File: config.mk
export PLATFORM = sky130hd
export DESIGN_NAME = ifetch_mem_ctrl
export DESIGN_NICKNAME = d
export VERILOG_FILES = /design/src/rtl/ifetch_mem_ctrl.sv
export SDC_FILE = /design/constraint.sdc
export NUM_CORES = 1
export LEC_CHECK = 0
export ABC_AREA = 1
export CORE_MARGIN = 2
export CORE_UTILIZATION = 43
export CTS_BUF_LIST = sky130_fd_sc_hd__clkbuf_8 sky130_fd_sc_hd__clkbuf_16
export DETAILED_ROUTE_END_ITERATION = 6
export GPL_TIMING_DRIVEN = 0
export PLACE_DENSITY = 0.71
export SYNTH_ARGS = -nofsm -noshare
export SYNTH_HDL_FRONTEND = slang
export SYNTH_SLANG_ARGS = --single-unit
File: constraint.sdc
create_clock -name clk -period 8.7 [get_ports clk]
set_input_delay 2.175 -clock clk [delete_from_list [all_inputs] [get_ports clk]]
set_output_delay 2.175 -clock clk [all_outputs]
set_load 0.05 [all_outputs]
File: src/rtl/ifetch_mem_ctrl.sv
// Fetch-side instruction memory sequencer: owns the fetch PC, keeps a single read
// outstanding on a req/gnt/rvalid handshake and hands words to decode through a one-entry skid.
module ifetch_mem_ctrl #(
    parameter int unsigned       ADDR_W   = 32,
    parameter int unsigned       DATA_W   = 32,
    parameter logic [ADDR_W-1:0] RESET_PC = '0
) (
    input  logic              clk,
    input  logic              rst,
    input  logic              redirect_valid,
    input  logic [ADDR_W-1:0] redirect_pc,
    input  logic              dec_stall,
    output logic              mem_req,
    output logic [ADDR_W-1:0] mem_addr,
    input  logic              mem_gnt,
    input  logic              mem_rvalid,
    input  logic [DATA_W-1:0] mem_rdata,
    output logic              inst_valid,
    output logic [DATA_W-1:0] inst,
    output logic [ADDR_W-1:0] inst_pc,
    output logic [ADDR_W-1:0] fetch_pc
);

    typedef enum logic [1:0] {
        ST_REQ  = 2'd0,
        ST_WAIT = 2'd1,
        ST_DROP = 2'd2
    } state_t;

    state_t              state_q, state_d;
    logic [ADDR_W-1:0]   pc_q, pc_d;
    logic [ADDR_W-1:0]   req_pc_q, req_pc_d;
    logic                inst_valid_q, inst_valid_d;
    logic [DATA_W-1:0]   inst_q, inst_d;
    logic [ADDR_W-1:0]   inst_pc_q, inst_pc_d;
    logic                skid_valid_q, skid_valid_d;
    logic [DATA_W-1:0]   skid_data_q, skid_data_d;
    logic [ADDR_W-1:0]   skid_pc_q, skid_pc_d;

    logic consume;
    logic out_free;
    logic req_issue;

    assign consume   = inst_valid_q && !dec_stall;
    // Output slot is free when empty or when this cycle's consume leaves nothing behind it.
    assign out_free  = !inst_valid_q || (consume && !skid_valid_q);
    assign req_issue = !rst && (state_q == ST_REQ) && !skid_valid_q && !redirect_valid;

    assign mem_req    = req_issue;
    assign mem_addr   = pc_q;
    assign fetch_pc   = pc_q;
    assign inst_valid = inst_valid_q;
    assign inst       = inst_q;
    assign inst_pc    = inst_pc_q;

    always_comb begin
        state_d      = state_q;
        pc_d         = pc_q;
        req_pc_d     = req_pc_q;
        inst_valid_d = inst_valid_q;
        inst_d       = inst_q;
        inst_pc_d    = inst_pc_q;
        skid_valid_d = skid_valid_q;
        skid_data_d  = skid_data_q;
        skid_pc_d    = skid_pc_q;

        if (consume) begin
            if (skid_valid_q) begin
                inst_d       = skid_data_q;
                inst_pc_d    = skid_pc_q;
                skid_valid_d = 1'b0;
            end else begin
                inst_valid_d = 1'b0;
            end
        end

        case (state_q)
            ST_REQ: begin
                if (req_issue && mem_gnt) begin
                    req_pc_d = pc_q;
                    pc_d     = pc_q + ADDR_W'(4);
                    state_d  = ST_WAIT;
                end
            end
            ST_WAIT: begin
                if (mem_rvalid) begin
                    if (out_free) begin
                        inst_valid_d = 1'b1;
                        inst_d       = mem_rdata;
                        inst_pc_d    = req_pc_q;
                    end else begin
                        skid_valid_d = 1'b1;
                        skid_data_d  = mem_rdata;
                        skid_pc_d    = req_pc_q;
                    end
                    state_d = ST_REQ;
                end
            end
            ST_DROP: begin
                if (mem_rvalid) begin
                    state_d = ST_REQ;
                end
            end
            default: state_d = ST_REQ;
        endcase

        // Redirect overrides everything above; an outstanding read becomes stale.
        if (redirect_valid) begin
            pc_d         = redirect_pc;
            inst_valid_d = 1'b0;
            skid_valid_d = 1'b0;
            case (state_q)
                ST_REQ:  state_d = ST_REQ;
                ST_WAIT: state_d = mem_rvalid ? ST_REQ : ST_DROP;
                ST_DROP: state_d = ST_DROP;
                default: state_d = ST_REQ;
            endcase
        end
    end

    always_ff @(posedge clk) begin
        if (rst) begin
            state_q      <= ST_REQ;
            pc_q         <= RESET_PC;
            inst_valid_q <= 1'b0;
            inst_q       <= '0;
            inst_pc_q    <= '0;
            skid_valid_q <= 1'b0;
        end else begin
            state_q      <= state_d;
            pc_q         <= pc_d;
            inst_valid_q <= inst_valid_d;
            inst_q       <= inst_d;
            inst_pc_q    <= inst_pc_d;
            skid_valid_q <= skid_valid_d;
        end
    end

    // Pure data holding registers; their contents only matter when qualified by a valid.
    always_ff @(posedge clk) begin
        req_pc_q    <= req_pc_d;
        skid_data_q <= skid_data_d;
        skid_pc_q   <= skid_pc_d;
    end

endmodule

# --- Word-level counts from Yosys, hierarchy flattened ---
# Cells that the tools add are included.
op_classes:
  n_eq_ne: 4
  mux: 28
  bitwise_logic: 1
  addsub: 1
  n_reduce_logical: 21
ops:
  columns: ["operator", "count"]
  rows:
  - ["$mux W32", 13]
  - ["$add A32 B3 Y32 const B", 1]
  - ["$mux W1", 9]
  - ["$mux W2", 4]
  - ["$pmux W2 S2", 2]
  - ["$logic_and A1 B1 Y1", 6]
  - ["$reduce_and A2 Y1", 3]
  - ["$logic_not A1 Y1", 5]
  - ["$reduce_bool A2 Y1", 2]
  - ["$reduce_or A2 Y1", 2]
  - ["$ne A3 B1 Y1 const B", 1]
  - ["$ne A3 B2 Y1 const B", 1]
  - ["$reduce_and A3 Y1", 1]
  - ["$eq A2 B1 Y1 const B", 1]
  - ["$eq A2 B2 Y1 const B", 1]
  - ["$logic_not A2 Y1", 1]
  - ["$logic_or A1 B1 Y1", 1]
  - ["$not A1 Y1", 1]
word_totals:
  output_inout_bits: 130
  ff_bits: 196
  inputBits: 70
  word_cells: 64

# --- Logic depth before layout (Yosys ltp) ---
# Gate-level depths: netlist of run 1.
logic_depth:
  ltp_word: 8
  depth_mapped: 12
  mapped_depth_nobuf: 11

# --- Worst setup path after synthesis of run 1 ---
# OpenSTA, ideal clock, no wires.
synth_timing:
  path_type: "input -> output"
  startpoint: "in redirect_valid"
  endpoint: "out mem_req"
  n_path_buf: 1
  t_arrival_ns: 3.539
  slack_ns: 2.986
  t_required_ns: 6.525
  stages: 4
  path_cell_list: "buf_4 -> inv_2 -> nand2_1 -> nor3_1"
synth_between:
  elab_chain_cells: 2
synth_rtl:
  columns: ["element", "line", "source"]
  rows:
  - ["start: declaration", "10", "input logic redirect_valid,"]
  - ["$logic_not A1 Y1", "47", "assign req_issue = !rst && (state_q == ST_REQ) && !skid_valid_q && !redirect_valid;"]
  - ["$logic_and A1 B1 Y1", "47", null]
  - ["end: declaration", "13", "output logic mem_req,"]
# Every way passes these cells.

# --- Worst setup path in the final report of run 1 ---
layout_timing:
  startpoint: "in rst"
  endpoint: "out mem_req"
layout_between:
  elab_chain_cells: 4
layout_rtl:
  columns: ["element", "line", "source"]
  rows:
  - ["start: declaration", "9", "input logic rst,"]
  - ["$logic_not A1 Y1", "47", null]
  - ["$logic_and A1 B1 Y1 (3 in series)", "47", null]
# Every way passes these cells.

==> summary.txt, run 1 <==
Clock network
  – Clk slew on worst S/H paths: 60 ps
  – Clock buffer depth: 2
  – Root Buffer: clkbuf_16
  – CTS tree: yes
  – TritonCTS Buffers: 17
  – Post-CTS Resized: 0
  – # Post-CTS Setup Buffers: 0
  – H-tree Lvls: 4
  – Worst-Skew Late Latency: between 400 and 500 ps
  – CTS sink count: 196
  – Cts hold-fix bufs: 0

Global route
  – Largest net degree at the start of global routing: 42
  – GR peak layer: met2
  – GRT Overall Usage: about a fifth
  – Number of global-route vias before repair: around 6,700
  – First-pass GRT wire length: between 30,000 and 40,000 um
  – M2 GR Usage: 34.46%
  – Met3 track demand over resource: a little under 3%
  – Initial antenna violation count: 0
  – Total grt overflow: 0
  – Met1 usage: 28.89%

Setup path
  – Crit path DAT: 4070 ps
  – Crit path launch type: primary input
  – Reg2reg start: state_q[0]$_SDFFE_PP0P_
  – Worst EP required: between 6000 and 7000 ps
  – Worst Setup End Kind: output pin
  – CP Max Fanout: 10
  – WS Path Type: primary input to output pin
  – Worst Setup SP: rst
  – Setup slack, reg-to-reg: 6550 ps

Pwr
  – Worst ir drop on vdd: 0.1282 mV
  – Total power per unit cell area: 188.4 mW/mm^2
  – Sw power: 0.5993 mW
  – Clock power share: around a third
  – Internal cell power: 1.529 mW
  – Leakage: 3.939 nW
  – Final Power: 2.128 mW
  – Net Sw Frac: 28.16%
  – Comb pwr share: 18.2%
  – Flop pwr share: 48.8%

Final layout
  – Core Util, Final: 58.43%
  – Storage element area: 0.004885 sq mm
  – Fraction of layout cells with a size suffix above 1: 9.745%
  – Multi-input logic area: 0.002800 sq mm
  – N_diodes: 0
  – Most common cell after layout, fill and taps aside: clkdlybuf4s50_1
  – Area growth syn-to-layout: 34.48%
  – Most frequent cells in the layout: clkdlybuf4s50_1, nand2_1, o21ai_0
  – Nets: 1,200
  – Final instance area: 0.01130 sq mm
  – Fillers: 1,709

Outcome
  – Status: finished clean

Routing
  – Final ANT Viol Nets: 0
  – DR vias/cell: 5.040
  – DR iter-0 viols: around 410
  – Wire length per cell: 15.52 um
  – Via count: 7,076
  – # DRC: 0
  – Wirelength, routed: 21,800 um
  – DRT Pass-1 Iters: 6

Timing
  – Fin crit share: 71.82%
  – Hold Fails Final Rpt: 0
  – Worst setup margin: 2452 ps
  – Slew Limit Fails: 0
  – Final setup fails: 0
  – Post-route minimum period: 6248 ps
  – TNS Setup: 0 ps
  – Max Clk Rate: 160.1 MHz
  – RSZ-0062 raised after global routing: false
  – Worst rel slew slack: between 40% and 50%
  – Slew @ Worst Pin: between 800 and 900 ps
  – Clk_skew: 6.482 ps

Floorplan
  – I/O pin cnt: 200
  – Initial Utilization: between 40% and 50%
  – Total core area: 0.01933 sq mm
  – Die Footprint: 0.02067 sq mm
  – DIE HEIGHT: about 140 um
  – DIE WIDTH: roughly 140 um
  – Core Rows: 51

Synth
  – Register area share after synthesis: 58.15%
  – FF+latch count, synth: 196
  – Mapped Cells: 907
  – Post-Syn Area per Cell: 9.262 sq um
  – Count of cell types in the netlist: 30
  – EDFF count, synth: 96
  – Synth Cell Area: 0.008401 sq mm
  – Synth warn: 0
  – Main synth FF type: dfxtp_1
  – Synth Net Count: between 900 and 1,000
  – Async S/R FF share, synth: 0%

Placement
  – Placer Congestion: 0.8910
  – Placed instance area: 0.01076 sq mm
  – I/O Buffers: 198
  – Pre-CTS setup slack: 2479 ps
  – Hpwl dp: about 16,000 um

Hold path
  – Hold Crit Class: flop to flop
  – HP Start: req_pc_q[0]$_DFFE_PP_

Job
  – MaxCap Viol Count: 0
-- layout make-up --
cell class,instances,area share [%]
sequential,196,43.24
multi-input combinational,561,24.79
timing repair buffer,200,17.90
buffer,85,4.242
clock buffer,20,4.131
tap,265,2.935
inverter,65,2.160
clock inverter,12,0.6091
-- Yosys cell counts (3+ instances only) --
master / instances / area share, %
nand2_1: 184 / 8.2
o21ai_0: 157 / 9.4
a21oi_1: 28 / 1.7
ha_1: 4 / 0.60
nand3_1: 39 / 2.3
o21ai_1: 5 / 0.30
inv_1: 61 / 2.7
xor2_1: 3 / 0.31
buf_4: 36 / 3.2
nor2_4: 7 / 0.94
dfxtp_1: 100 / 24
a31oi_1: 68 / 5.1
edfxtp_1: 96 / 34
buf_2: 14 / 0.83
inv_2: 4 / 0.18
nor2_1: 37 / 1.7
nand2_4: 3 / 0.40
clkbuf_1: 34 / 1.5
nor2_2: 6 / 0.45
nand2_2: 6 / 0.45
-- sequential cells by signal (all words and copies together), names as in the netlist --
| register | cells |
|---|---|
| skid_valid_q | 1 |
| inst | 32 |
| skid_pc_q | 32 |
| fetch_pc | 32 |
| inst_valid | 1 |
| skid_data_q | 32 |
| inst_pc | 32 |
| req_pc_q | 32 |
| state_q | 2 |
-- path summary, 6_finish.rpt --
path                            cells past startpoint                   endpoint
worst min-delay path                                0     skid_pc_q[0]$_DFFE_PP_
worst max register to register                      9  fetch_pc[27]$_SDFFE_PP0P_
worst min register to register                      0     skid_pc_q[0]$_DFFE_PP_
worst max-delay path                                4                    mem_req
-- cell families after synthesis --
logic type	synth area share (%)
compound gates	16.74
simple gates	15.39
buf+inv	8.609
fa+ha+maj	0.5958
xor+xnor	0.5214
flops	58.15
-- critical path, cell delays in order --
cell and delay, ps:
clkdlybuf4s50_1 490, clkbuf_1 300, nor3_1 260, clkdlybuf4s50_1 850
-- power groups by stage --
stage | Combinational (mW) | Clock (mW) | Sequential (mW)
2_1_floorplan | 0.130 | 0 | 1.16
3_3_place_gp | 0.381 | 0 | 1.06
3_5_place_dp | 0.386 | 0 | 1.06
4_1_cts | 0.387 | 0.721 | 1.04
5_1_grt | 0.410 | 0.759 | 1.04
6_report | 0.386 | 0.703 | 1.04
-- stage by stage --
step           hold WS [ps]  instances
6_report              444.8       1404
5_1_grt               454.0       1404
4_1_cts               443.0       1404
3_5_place_dp          427.7       1372
3_3_place_gp          425.2       1370
2_1_floorplan         420.8        907
-- metal layers --
| metal | up-vias | part of all wire, % |
|---|---|---|
| li1 | 3525 | - |
| met1 | 3289 | 45 |
| met2 | 236 | 47 |
| met3 | 26 | 5.8 |
| met4 | 0 | 1.7 |
| met5 | - | 0 |
Note: power is estimated with default switching activity, not from simulation.
==> run 2: changes to the inputs <==
--- a/config.mk
+++ b/config.mk
@@ -11,7 +11,7 @@
 export CTS_BUF_LIST = sky130_fd_sc_hd__clkbuf_8 sky130_fd_sc_hd__clkbuf_16
 export DETAILED_ROUTE_END_ITERATION = 6
 export GPL_TIMING_DRIVEN = 0
-export PLACE_DENSITY = 0.71
+export PLACE_DENSITY = 0.73
 export SYNTH_ARGS = -nofsm -noshare
 export SYNTH_HDL_FRONTEND = slang
 export SYNTH_SLANG_ARGS = --single-unit
==> constraint.sdc (replaced) <==
create_clock -name clk -period 5.4 [get_ports clk]
set_input_delay 1.35 -clock clk [delete_from_list [all_inputs] [get_ports clk]]
set_output_delay 1.35 -clock clk [all_outputs]
set_load 0.05 [all_outputs]
==> run 2 against run 1 <==
Effect of this change: via count rose by 0.31%; cell area increased by 0.82%; first-iteration DRC count grew 22%; combinational power is 61% higher; worst setup slack got worse by 1600 ps; clock-buffer cell count is 2 higher.
==> summary.txt, run 2 (synthesized netlist as in run 1, its figures left out) <==
Floorplan
  – Die Footprint: 0.02067 sq mm (unchanged)
  – Total core area: 0.01933 sq mm (unchanged)
  – I/O pin cnt: 200 (unchanged)
  – Core Rows: 51 (unchanged)
  – DIE HEIGHT: 143.8 um (unchanged)
  – DIE WIDTH: 143.8 um (unchanged)
  – Initial Utilization: 43.45% (unchanged)

Final layout
  – Multi-input logic area: 0.002800 sq mm (unchanged)
  – N_diodes: 0 (unchanged)
  – Nets: 1,199 (was 1,200)
  – Area growth syn-to-layout: 35.58% (was 34.48%)
  – Fillers: 1,630 (was 1,709)
  – Most common cell after layout, fill and taps aside: clkdlybuf4s50_1 (unchanged)
  – Storage element area: 0.004885 sq mm (unchanged)
  – Fraction of layout cells with a size suffix above 1: 9.754% (was 9.745%)
  – Most frequent cells in the layout: clkdlybuf4s50_1, nand2_1, o21ai_0 (unchanged)

Placement
  – Pre-CTS setup slack: 845.0 ps (was 2479 ps)
  – Placer Congestion: 0.9012 (was 0.8910)
  – Hpwl dp: 15,790 um (was 15,930 um)
  – I/O Buffers: 198 (unchanged)

Setup path
  – Crit path DAT: 3200 ps (was 4070 ps)
  – Worst Setup SP: rst (unchanged)
  – Critical-path top delay cell: clkdlybuf4s50_1 (unchanged)
  – CP peak stage delay: 850 ps (about the same)
  – CP Max Fanout: 10 (unchanged)
  – Crit-path leading delay family: buffers and inverters (unchanged)
  – Crit path cell chain: clkdlybuf4s50_1 -> clkbuf_1 -> nor3_1 -> clkdlybuf4s50_1 (unchanged)
  – WS Path Type: primary input to output pin (unchanged)
  – WP buf/inv: 3 (unchanged)
  – Worst Setup End Kind: output pin (unchanged)
  – Reg2reg start: state_q[0]$_SDFFE_PP0P_ (unchanged)
  – Crit path launch type: primary input (unchanged)
  – Worst EP required: 4050 ps (was 6530 ps)
  – Most used cell, CP: clkdlybuf4s50_1 (unchanged)

Clock network
  – Worst-Skew Late Latency: 420 ps (was 410 ps)
  – CTS tree: yes (unchanged)
  – CTS sink count: 196 (unchanged)
  – Post-CTS Resized: 0 (unchanged)
  – TritonCTS Buffers: 17 (unchanged)
  – H-tree Lvls: 4 (unchanged)
  – Cts hold-fix bufs: 0 (unchanged)
  – Root Buffer: clkbuf_16 (unchanged)
  – # Post-CTS Setup Buffers: 0 (unchanged)
  – Clock buffer depth: 2 (unchanged)
  – Clk slew on worst S/H paths: 60 ps (about the same)

Outcome
  – Status: finished clean (unchanged)

Hold path
  – HP Start: req_pc_q[6]$_DFFE_PP_ (was req_pc_q[0]$_DFFE_PP_)
  – Hold Crit Class: flop to flop (unchanged)

Routing
  – Met3 routed WL: 1343 um (was 1272 um)
  – # DRC: 0 (unchanged)
  – Wirelength, routed: 21,530 um (was 21,800 um)
  – Via count: 7,098 (was 7,076)
  – DR iter-0 viols: 500 (was 409)
  – Met2 routed WL: 10,300 um (was 10,330 um)
  – Final ANT Viol Nets: 0 (unchanged)
  – Routed met1 length: 9581 um (was 9819 um)
  – Uppermost layer routed: met4 (unchanged)
  – DRT Pass-1 Iters: 5 (was 6)
  – Wire length per cell: 15.35 um (was 15.52 um)
  – DR vias/cell: 5.059 (was 5.040)

Pwr
  – Clock power share: 37.2% (was 33.0%)
  – Worst ir drop on vdd: 0.1980 mV (was 0.1282 mV)
  – Leakage: 3.980 nW (was 3.939 nW)
  – Sw power: 0.9728 mW (was 0.5993 mW)
  – Comb pwr share: 17.0% (was 18.2%)
  – Net Sw Frac: 26.64% (was 28.16%)
  – Internal cell power: 2.679 mW (was 1.529 mW)
  – Total power per unit cell area: 320.6 mW/mm^2 (was 188.4 mW/mm^2)
  – Flop pwr share: 45.8% (was 48.8%)

Timing
  – Final setup fails: 0 (unchanged)
  – Post-route minimum period: 4555 ps
  – Slew @ Worst Pin: 983.4 ps (was 872.8 ps)
  – Hold Fails Final Rpt: 0 (unchanged)
  – Slew Limit Fails: 0 (unchanged)
  – Max Clk Rate: 219.6 MHz
  – Final hold slack: 444.4 ps (was 444.8 ps)
  – Worst setup margin: 845.4 ps (was 2452 ps)
  – Fin crit share: 84.34%
  – RSZ-0062 raised after global routing: false (unchanged)
  – Clk_skew: 9.536 ps (was 6.482 ps)
  – Worst rel slew slack: 34.29% (was 41.82%)

Global route
  – Initial antenna violation count: 0 (unchanged)
  – First-pass GRT wire length: 33,630 um (was 33,890 um)
  – Number of global-route vias before repair: 6,608 (was 6,672)
  – Total grt overflow: 0 (unchanged)
  – Largest net degree at the start of global routing: 42 (unchanged)
  – GRT Overall Usage: 20.92% (was 21.14%)

Job
  – MaxCap Viol Count: 0 (unchanged)
## run 2: changes by cell type in the layout (fill, tap and decap cells not counted), sizes merged
| cell | delta |
|---|---|
| buf | -1 |
| bufinv | +4 |
| clkbuf | +2 |
| clkinv | -4 |
| clkinvlp | -1 |
| inv | -1 |
## run 2: path summary, 6_finish.rpt
path	slack [ps]	cells past startpoint	to
max reg2reg	3280	9	fetch_pc[28]$_SDFFE_PP0P_
max	850	4	mem_req
min reg2reg	440	0	skid_pc_q[6]$_DFFE_PP_
min	440	0	skid_pc_q[6]$_DFFE_PP_
## run 2: cell type report
type                            count  area share, %
Buffer                             85          4.207
Clock buffer                       22          4.339
Clock inverter                     10          1.351
Inverter                           65          2.142
Multi-Input combinational cell    561          24.59
Sequential cell                   196          42.89
Tap cell                          265          2.911
Timing Repair Buffer              199          17.58
## run 2: power groups by stage
stage                     registers, mW  clock network (mW)  logic, mW
after global routing               1.68                1.43      0.658
after CTS                          1.67                1.37      0.622
after detailed placement           1.71                   0      0.620
after floorplan                    1.87                   0      0.210
after global placement             1.70                   0      0.613
final                              1.67                1.36      0.620
## run 2: metrics by stage
step                      instance area, sq um  instances  total power [mW]  utilization (%)  setup TNS, ps
after floorplan                           8401        907             2.081                -              0
after global placement                   10710       1370             2.317            55.41         -52050
after detailed placement                 10740       1371             2.326            55.56              0
after CTS                                11390       1403             3.670            58.91              0
after global routing                     11390       1403             3.768            58.91              0
final                                    11390       1403             3.652            58.91              0
## run 2: layer usage
layer | up-vias | GRT usage (%)
li1 | 3528 | -
met1 | 3272 | 28.19
met2 | 275 | 34.36
met3 | 23 | 3.832
met4 | 0 | 6.450
met5 | - | 0
==> run 3: changes to the inputs <==
--- a/config.mk
+++ b/config.mk
@@ -11,7 +11,7 @@
 export CTS_BUF_LIST = sky130_fd_sc_hd__clkbuf_8 sky130_fd_sc_hd__clkbuf_16
 export DETAILED_ROUTE_END_ITERATION = 6
 export GPL_TIMING_DRIVEN = 0
-export PLACE_DENSITY = 0.73
+export PLACE_DENSITY = 0.71
 export SYNTH_ARGS = -nofsm -noshare
 export SYNTH_HDL_FRONTEND = slang
 export SYNTH_SLANG_ARGS = --single-unit
==> constraint.sdc (replaced) <==
create_clock -name clk -period 4.6 [get_ports clk]
set_input_delay 1.15 -clock clk [delete_from_list [all_inputs] [get_ports clk]]
set_output_delay 1.15 -clock clk [all_outputs]
set_load 0.05 [all_outputs]
==> results of run 3 <==
The final DEF is identical to that of run 1. Status: finished clean.
Main changes from that run: setup slack after placement 2479 ps -> 428.6 ps; setup slack after layout 2452 ps -> 402.0 ps; register-to-register setup slack 6550 ps -> 2450 ps; total power 2.128 mW -> 4.025 mW; worst IR drop on VDD 0.1282 mV -> 0.2425 mV
